<file path="config.mk">
export PLATFORM = sky130hd
export DESIGN_NAME = addsub_arbiter_flat
export DESIGN_NICKNAME = d
export VERILOG_FILES = /design/src/rtl/addsub_arbiter_pkg.sv /design/src/rtl/addsub_arbiter_if.sv /design/src/rtl/addsub_arbiter_adder.sv /design/src/rtl/addsub_arbiter.sv /design/src/flat_wrapper.sv
export SDC_FILE = /design/constraint.sdc
export NUM_CORES = 1
export LEC_CHECK = 0
export ABC_CLOCK_PERIOD_IN_PS = 5000
export CAP_MARGIN = 20
export CORE_MARGIN = 4
export CORE_UTILIZATION = 47
export CTS_CLUSTER_SIZE = 10
export DETAILED_ROUTE_END_ITERATION = 7
export HOLD_SLACK_MARGIN = 0.08
export PLACE_DENSITY_LB_ADDON = 0.08
export SYNTH_ARGS = -nofsm -noshare
export SYNTH_HDL_FRONTEND = slang
export SYNTH_HIERARCHICAL = 1
export SYNTH_SLANG_ARGS = --single-unit
</file>
<file path="constraint.sdc">
create_clock -name clk -period 5 [get_ports clk]
set_clock_uncertainty 0.2 [all_clocks]
set_input_delay 1 -clock clk [delete_from_list [all_inputs] [get_ports clk]]
set_output_delay 1 -clock clk [all_outputs]
set_load 0.01 [all_outputs]
</file>
<file path="src/rtl/addsub_arbiter_pkg.sv">
// rtl/addsub_arbiter_pkg.sv - shared constants, state encoding and round-robin helpers
package addsub_arbiter_pkg;

    localparam int NREQ = 3;
    localparam int DW   = 16;

    localparam logic [DW-1:0] SAT_POS = 16'h7FFF;
    localparam logic [DW-1:0] SAT_NEG = 16'h8000;

    typedef enum logic [1:0] {
        ST_IDLE = 2'd0,
        ST_EXEC = 2'd1,
        ST_RESP = 2'd2
    } state_t;

    // First requester found when searching upward from ptr, wrapping at NREQ.
    function automatic logic [1:0] rr_pick(input logic [NREQ-1:0] req, input logic [1:0] ptr);
        logic [2:0] s;
        logic [1:0] idx;
        rr_pick = ptr;
        for (int k = NREQ - 1; k >= 0; k--) begin
            s   = {1'b0, ptr} + 3'(k);
            idx = (s >= 3'(NREQ)) ? 2'(s - 3'(NREQ)) : s[1:0];
            if (req[idx]) begin
                rr_pick = idx;
            end
        end
    endfunction

    function automatic logic [NREQ-1:0] onehot(input logic [1:0] idx);
        onehot = NREQ'(1) << idx;
    endfunction

endpackage

</file>
<file path="src/rtl/addsub_arbiter_if.sv">
// rtl/addsub_arbiter_if.sv - requester-side bus of the shared add/sub unit
interface addsub_arbiter_if;
    import addsub_arbiter_pkg::*;

    logic [NREQ-1:0] req;
    logic [DW-1:0]   a0, a1, a2;
    logic [DW-1:0]   b0, b1, b2;
    logic [NREQ-1:0] sub;
    logic [NREQ-1:0] sat;
    logic [NREQ-1:0] gnt;
    logic [NREQ-1:0] vld;
    logic [DW-1:0]   res;
    logic            ovfl;
    logic            busy;

    modport master (
        output req, a0, a1, a2, b0, b1, b2, sub, sat,
        input  gnt, vld, res, ovfl, busy
    );

    modport slave (
        input  req, a0, a1, a2, b0, b1, b2, sub, sat,
        output gnt, vld, res, ovfl, busy
    );

endinterface

</file>
<file path="src/rtl/addsub_arbiter_adder.sv">
// rtl/addsub_arbiter_adder.sv - 16-bit two's-complement adder/subtractor with overflow flag
module addsub_16bit (
    input  logic [15:0] a,
    input  logic [15:0] b,
    input  logic        sub,
    output logic [15:0] sum,
    output logic        ovfl
);

    logic [15:0] b_eff;

    // Subtract as A + ~B + 1; the carry-out is dropped by the 16-bit sum.
    assign b_eff = b ^ {16{sub}};
    assign sum   = a + b_eff + {15'd0, sub};
    // Overflow when both addends share a sign that the sum does not.
    assign ovfl  = (a[15] == b_eff[15]) && (sum[15] != a[15]);

endmodule

</file>
<file path="src/rtl/addsub_arbiter.sv">
// rtl/addsub_arbiter.sv - round-robin arbiter sharing one add/sub datapath among three requesters
module addsub_arbiter
    import addsub_arbiter_pkg::*;
#(
    parameter int NREQ = addsub_arbiter_pkg::NREQ
) (
    input  logic              clk,
    input  logic              rst,
    addsub_arbiter_if.slave   bus
);

    state_t          state_q, state_d;
    logic            take;
    logic [1:0]      win;
    logic [1:0]      ptr_q;
    logic [1:0]      owner_q;
    logic [DW-1:0]   op_a_q, op_b_q;
    logic            op_sub_q, op_sat_q;
    logic [DW-1:0]   res_q;
    logic            ovfl_q;
    logic [NREQ-1:0] vld_q;
    logic [DW-1:0]   sel_a, sel_b;
    logic [DW-1:0]   add_sum, res_fin;
    logic            add_ovfl;

    assign win = rr_pick(bus.req, ptr_q);

    // Operand steering from the winning requester.
    always_comb begin
        sel_a = bus.a0;
        sel_b = bus.b0;
        case (win)
            2'd1: begin
                sel_a = bus.a1;
                sel_b = bus.b1;
            end
            2'd2: begin
                sel_a = bus.a2;
                sel_b = bus.b2;
            end
            default: begin
                sel_a = bus.a0;
                sel_b = bus.b0;
            end
        endcase
    end

    // State register.
    always_ff @(posedge clk) begin
        if (rst) begin
            state_q <= ST_IDLE;
        end else begin
            state_q <= state_d;
        end
    end

    // Next state and grant decision; a new grant may overlap the response cycle.
    always_comb begin
        state_d = state_q;
        take    = 1'b0;
        case (state_q)
            ST_IDLE, ST_RESP: begin
                if (!rst && (|bus.req)) begin
                    take    = 1'b1;
                    state_d = ST_EXEC;
                end else begin
                    state_d = ST_IDLE;
                end
            end
            ST_EXEC: state_d = ST_RESP;
            default: state_d = ST_IDLE;
        endcase
    end

    addsub_16bit u_addsub (
        .a    (op_a_q),
        .b    (op_b_q),
        .sub  (op_sub_q),
        .sum  (add_sum),
        .ovfl (add_ovfl)
    );

    assign res_fin = (op_sat_q && add_ovfl) ? (op_a_q[DW-1] ? SAT_NEG : SAT_POS) : add_sum;

    // Operand latch on grant, result capture in EXEC, single-cycle valid pulse.
    always_ff @(posedge clk) begin
        if (rst) begin
            ptr_q    <= 2'd0;
            owner_q  <= 2'd0;
            op_a_q   <= '0;
            op_b_q   <= '0;
            op_sub_q <= 1'b0;
            op_sat_q <= 1'b0;
            res_q    <= '0;
            ovfl_q   <= 1'b0;
            vld_q    <= '0;
        end else begin
            vld_q <= '0;
            if (take) begin
                ptr_q    <= (win == 2'd2) ? 2'd0 : win + 2'd1;
                owner_q  <= win;
                op_a_q   <= sel_a;
                op_b_q   <= sel_b;
                op_sub_q <= bus.sub[win];
                op_sat_q <= bus.sat[win];
            end
            if (state_q == ST_EXEC) begin
                res_q  <= res_fin;
                ovfl_q <= add_ovfl;
                vld_q  <= onehot(owner_q);
            end
        end
    end

    assign bus.gnt  = take ? onehot(win) : '0;
    assign bus.vld  = vld_q;
    assign bus.res  = res_q;
    assign bus.ovfl = ovfl_q;
    assign bus.busy = (state_q != ST_IDLE);

endmodule

</file>
<file path="src/flat_wrapper.sv">
// flat-port wrapper written by rule: the top's interface ports become plain ports
module addsub_arbiter_flat import addsub_arbiter_pkg::*;
#(
    parameter int NREQ = addsub_arbiter_pkg::NREQ
)
  (clk, rst, bus_req, bus_a0, bus_a1, bus_a2, bus_b0, bus_b1, bus_b2, bus_sub, bus_sat, bus_gnt, bus_vld, bus_res, bus_ovfl, bus_busy);
  addsub_arbiter_if bus_i ();
  input  logic clk;
  input  logic rst;
  input wire logic [$bits(bus_i.req)-1:0] bus_req;
  input wire logic [$bits(bus_i.a0)-1:0] bus_a0;
  input wire logic [$bits(bus_i.a1)-1:0] bus_a1;
  input wire logic [$bits(bus_i.a2)-1:0] bus_a2;
  input wire logic [$bits(bus_i.b0)-1:0] bus_b0;
  input wire logic [$bits(bus_i.b1)-1:0] bus_b1;
  input wire logic [$bits(bus_i.b2)-1:0] bus_b2;
  input wire logic [$bits(bus_i.sub)-1:0] bus_sub;
  input wire logic [$bits(bus_i.sat)-1:0] bus_sat;
  output wire logic [$bits(bus_i.gnt)-1:0] bus_gnt;
  output wire logic [$bits(bus_i.vld)-1:0] bus_vld;
  output wire logic [$bits(bus_i.res)-1:0] bus_res;
  output wire logic [$bits(bus_i.ovfl)-1:0] bus_ovfl;
  output wire logic [$bits(bus_i.busy)-1:0] bus_busy;
  assign bus_i.req = bus_req;
  assign bus_i.a0 = bus_a0;
  assign bus_i.a1 = bus_a1;
  assign bus_i.a2 = bus_a2;
  assign bus_i.b0 = bus_b0;
  assign bus_i.b1 = bus_b1;
  assign bus_i.b2 = bus_b2;
  assign bus_i.sub = bus_sub;
  assign bus_i.sat = bus_sat;
  assign bus_gnt = bus_i.gnt;
  assign bus_vld = bus_i.vld;
  assign bus_res = bus_i.res;
  assign bus_ovfl = bus_i.ovfl;
  assign bus_busy = bus_i.busy;
  addsub_arbiter #(.NREQ(NREQ)) u_core (.clk(clk), .rst(rst), .bus(bus_i));
endmodule
</file>
==> run_results.csv <==
group,metric,value,unit
placed_design,numPortBuffers,130,
logic_synthesis,post_synth_num_cell_types,59,
grt,grt_max_degree,66,
logic_synthesis,synth_largest_area_cell,"dfxtp_1",
worst_setup_path,worst-r2r-setup-slack,1080,ps
cells_and_area,proportion_of_layout_cells_with_a_drive_suffix_above_1,9.89,%
sta,fmaxAchievable,216,MHz
logic_synthesis,postSynth.topFlopCell,"dfxtp_1",
worst_setup_path,worst-r2r-cell-count,12,
clocking,tritoncts,"done",
sta,grt_setup_unrepaired,"no",
clocking,cts.clk_slew.worst_paths,60,ps
worst_setup_path,critical_path_class,"in -> out",
sta,report.final.slew_viol_count,0,
detailed_routing,detail_route.wirelength,11900,um
clocking,clockBufferDepth,2,
hold_path,worst_hold_path_type,"reg -> reg",
logic_synthesis,share_of_synthesized_area_spent_on_multiplexers,0.801,%
floorplanning,die_area,10900,um2
cells_and_area,antennaDiodeCount,0,
worst_setup_path,timing.critical_path.depth,7,
sta,tightestPinTransition,776,ps
clocking,holdBufCountCts,0,
logic_synthesis,synthesis.nets,650,
cells_and_area,seq_area,1200,um2
clocking,cts.repair_timing.setup_buffer_count,0,
grt,grt_overflow,0,
worst_setup_path,critical-path-max-stage-delay,600,ps
worst_setup_path,cpMostUsedCell,"clkdlybuf4s50_1",
worst_setup_path,setup.worst_path.start_class,"input port",
grt,antenna_violations_before_repair,0,
sta,hold_viol,0,
logic_synthesis,synth.yosys.seq_area_share,27.5,%
logic_synthesis,synth_common_cells,"dfxtp_1 (60), nand2_1 (51), nand2b_1 (40)",
grt,first_global_vias,4018,
logic_synthesis,synth-edff-count,0,
detailed_routing,drt_first_pass_iters,7,
pwr,power_density,415,nW/um2
worst_setup_path,crit_required,3800,ps
clocking,clock_tree.htree_level_count,3,
logic_synthesis,combinational_family_with_the_most_area_after_synthesis,"compound AO/OA/AOI/OAI gates",
logic_synthesis,fraction_of_the_mapped_netlist_area_in_compound_gates,34.2,%
detailed_routing,viasPerCell,5.69,
detailed_routing,drt-initial-drc-count,176,
logic_synthesis,synthesis.area,4380,um2
worst_setup_path,crit_path_start,"bus_req[1]",
worst_setup_path,setup.worst_path.end,"bus_gnt[2]",
logic_synthesis,syn-instance-count,524,
detailed_routing,detail_route.drc_violations,0,
cells_and_area,fill_cells,772,
placed_design,placedInstanceArea,5690,um2
logic_synthesis,yosysMostFrequentCell,"dfxtp_1",
placed_design,placed_cells,729,
sta,min_period,4630,ps
worst_setup_path,count_of_buffer_and_inverter_cells_on_the_critical_path,2,
worst_setup_path,r2r-start,"u_core/op_sub_q",
floorplanning,std_cell_rows,34,
placed_design,routabilityCongestion,0.876,
detailed_routing,wire_per_inst,16.0,um
worst_setup_path,crit_path_end_kind,"output pin",
pwr,power_leakage,2.28,nW
grt,grt_first_pass_wirelength,19900,um
floorplanning,starting_density,49.2,%
floorplanning,dieWidth,104,um
logic_synthesis,synth_area_leaders,"dfxtp_1 (27%), o32ai_2 (9.7%), nand2b_1 (5.7%)",
detailed_routing,vias_post_dr,4236,
sta,period_share,92.6,%
logic_synthesis,syn_avg_cell_area,8.35,um2
cells_and_area,synthToLayoutAreaGrowth,34.5,%
pwr,vdd_ir_drop_max,0.222,mV
cells_and_area,finalInstanceArea,5880,um2
clocking,cts_inserted_buffers,9,
floorplanning,core,8890,um2
clocking,cts_root_buffer,"clkbuf_8",
logic_synthesis,ys_ff_latch,60,
logic_synthesis,async_flop_share,0,%
hold_path,min_path_cells,2,
logic_synthesis,synth.top_cell.area_share,27.5,%
run,maxCapViolations,0,
worst_setup_path,critPathArrivalTime,3430,ps
cells_and_area,fin_cells,745,
logic_synthesis,synth_adder_area_share,5.60,%
outcome,outcome,"completed",
floorplanning,top_level_ports,131,
clocking,resized_gates_after_cts,0,
sta,slew_headroom,48.2,%
sta,report.final.setup_viol,0,
clocking,cts_sinks,60,
worst_setup_path,worst_r2r_dst,"u_core/bus.res[6]",
sta,tns,0,ps
logic_synthesis,synth_xor_area_share,5.20,%
grt,grt_use_total,22.1,%
detailed_routing,antenna_left,0,
worst_setup_path,timing.critical_path.fanout_max,7,
cells_and_area,fin_nets,759,
logic_synthesis,post_synth_and_or_nand_nor_area_fraction,20.9,%
worst_setup_path,crit_path_cell_trace,"clkdlybuf4s50_1 -> mux2i_1 -> o211a_1 -> o2111a_1 -> or2_2 -> nor3_1 -> clkdlybuf4s50_1",
clocking,clk_latency,340,ps
floorplanning,die_span_in_y,104,um
logic_synthesis,synth-warning-count,6,
worst_setup_path,critical-path-slowest-cell,"clkdlybuf4s50_1",
placed_design,hpwlAfterDp,9130,um
cells_and_area,multi_input_comb_area,2940,um2
worst_setup_path,critical_path.top_delay_family,"buffers and inverters",
[state kept, by name, summed over array words and instances, names as in the netlist]
register         count
u_core/op_b_q       16
u_core/op_sub_q      1
u_core/bus.ovfl      1
u_core/owner_q       2
u_core/op_sat_q      1
u_core/state_q       2
u_core/ptr_q         2
u_core/bus.res      16
u_core/bus.vld       3
u_core/op_a_q       16
[kinds of logic (layout without fill, tap and decap cells)]
logic type / Yosys count / after routing
AOI/OAI and AO/OA: 184 / 184
DFF: 60 / 60
buffers and inverters: 52 / 165
and+or+nand+nor: 180 / 180
adders and majority gates: 19 / 19
xor gates and xnor gates: 26 / 26
muxes: 3 / 3
[metrics by stage]
step                hold slack [ps]  utilization [%]  total power [W]  setup slack (ps)
floorplan                       231                -          0.00167              1170
global placement                242             63.9          0.00199               480
detailed placement              246             63.9          0.00201               391
CTS                             256             66.1          0.00245               394
global route                    283             66.2          0.00264               239
finish                          252             66.2          0.00244               372
[how the worst min path moves through the flow]
stage / to / slack (ps) / startpoint
floorplan: u_core/op_a_q[13] / 230 / u_core/op_a_q[13]
global placement: u_core/op_a_q[8] / 240 / u_core/op_a_q[8]
detailed placement: u_core/op_a_q[2] / 250 / u_core/op_a_q[2]
CTS: u_core/op_a_q[8] / 260 / u_core/op_a_q[8]
global route: u_core/op_a_q[11] / 280 / u_core/op_a_q[11]
finish: u_core/op_a_q[8] / 250 / u_core/op_a_q[8]
[worst register-to-register path, delay by kind of cell, from the launching register on]
kind                     cells  cell delay [ps]
adder cells (fa/ha/maj)      1              310
buffers and inverters        1              220
multiplexers                 1              250
AO/OA/AOI/OAI                4             1070
flip-flops                   1              550
AND/OR/NAND/NOR              4              890
XOR/XNOR                     1              330
[cell type report]
| cell class | instances | share of cell area (%) |
|---|---|---|
| multi-input combinational | 412 | 49.9 |
| timing repair buffer | 141 | 23.5 |
| sequential | 60 | 20.4 |
| clock buffer | 11 | 2.40 |
| tap | 108 | 2.30 |
| clock inverter | 4 | 0.851 |
| inverter | 9 | 0.574 |
[cells in the final DEF, fill, tap and decap left out, types with 3 or more instances in the layout]
master,netlist,final
o32ai_1,6,6
a211oi_1,17,17
or3_1,3,3
clkdlybuf4s50_1,0,130
or2_2,2,3
nor3_1,19,19
buf_4,3,11
nor2b_1,6,6
clkbuf_8,0,10
o31ai_1,33,33
o21ai_1,31,31
a21o_1,6,6
inv_1,8,8
nand3_1,8,8
o21a_1,6,6
and3_1,5,5
o21ai_0,15,15
nor3b_1,3,3
a21oi_1,15,14
nand2_1,51,51
ha_1,18,18
xor2_1,17,17
a31oi_1,3,3
xnor2_1,9,9
o32ai_2,26,26
a21boi_0,6,6
nor2_1,30,29
dfxtp_1,60,60
nand2b_1,40,40
[routing by layer]
metal / track usage, % / wire length, um
met1: 29.7 / 5350
met2: 34.5 / 5530
met3: 5.46 / 812
met4: 7.69 / 231
met5: 0 / 0
[where the power goes]
part           total (W)  internal (W)  switching, W
clock network   0.000427      0.000240      0.000187
logic            0.00137      0.000611      0.000755
registers       0.000649      0.000576     0.0000731
Power figures use the tool's default switching activity.
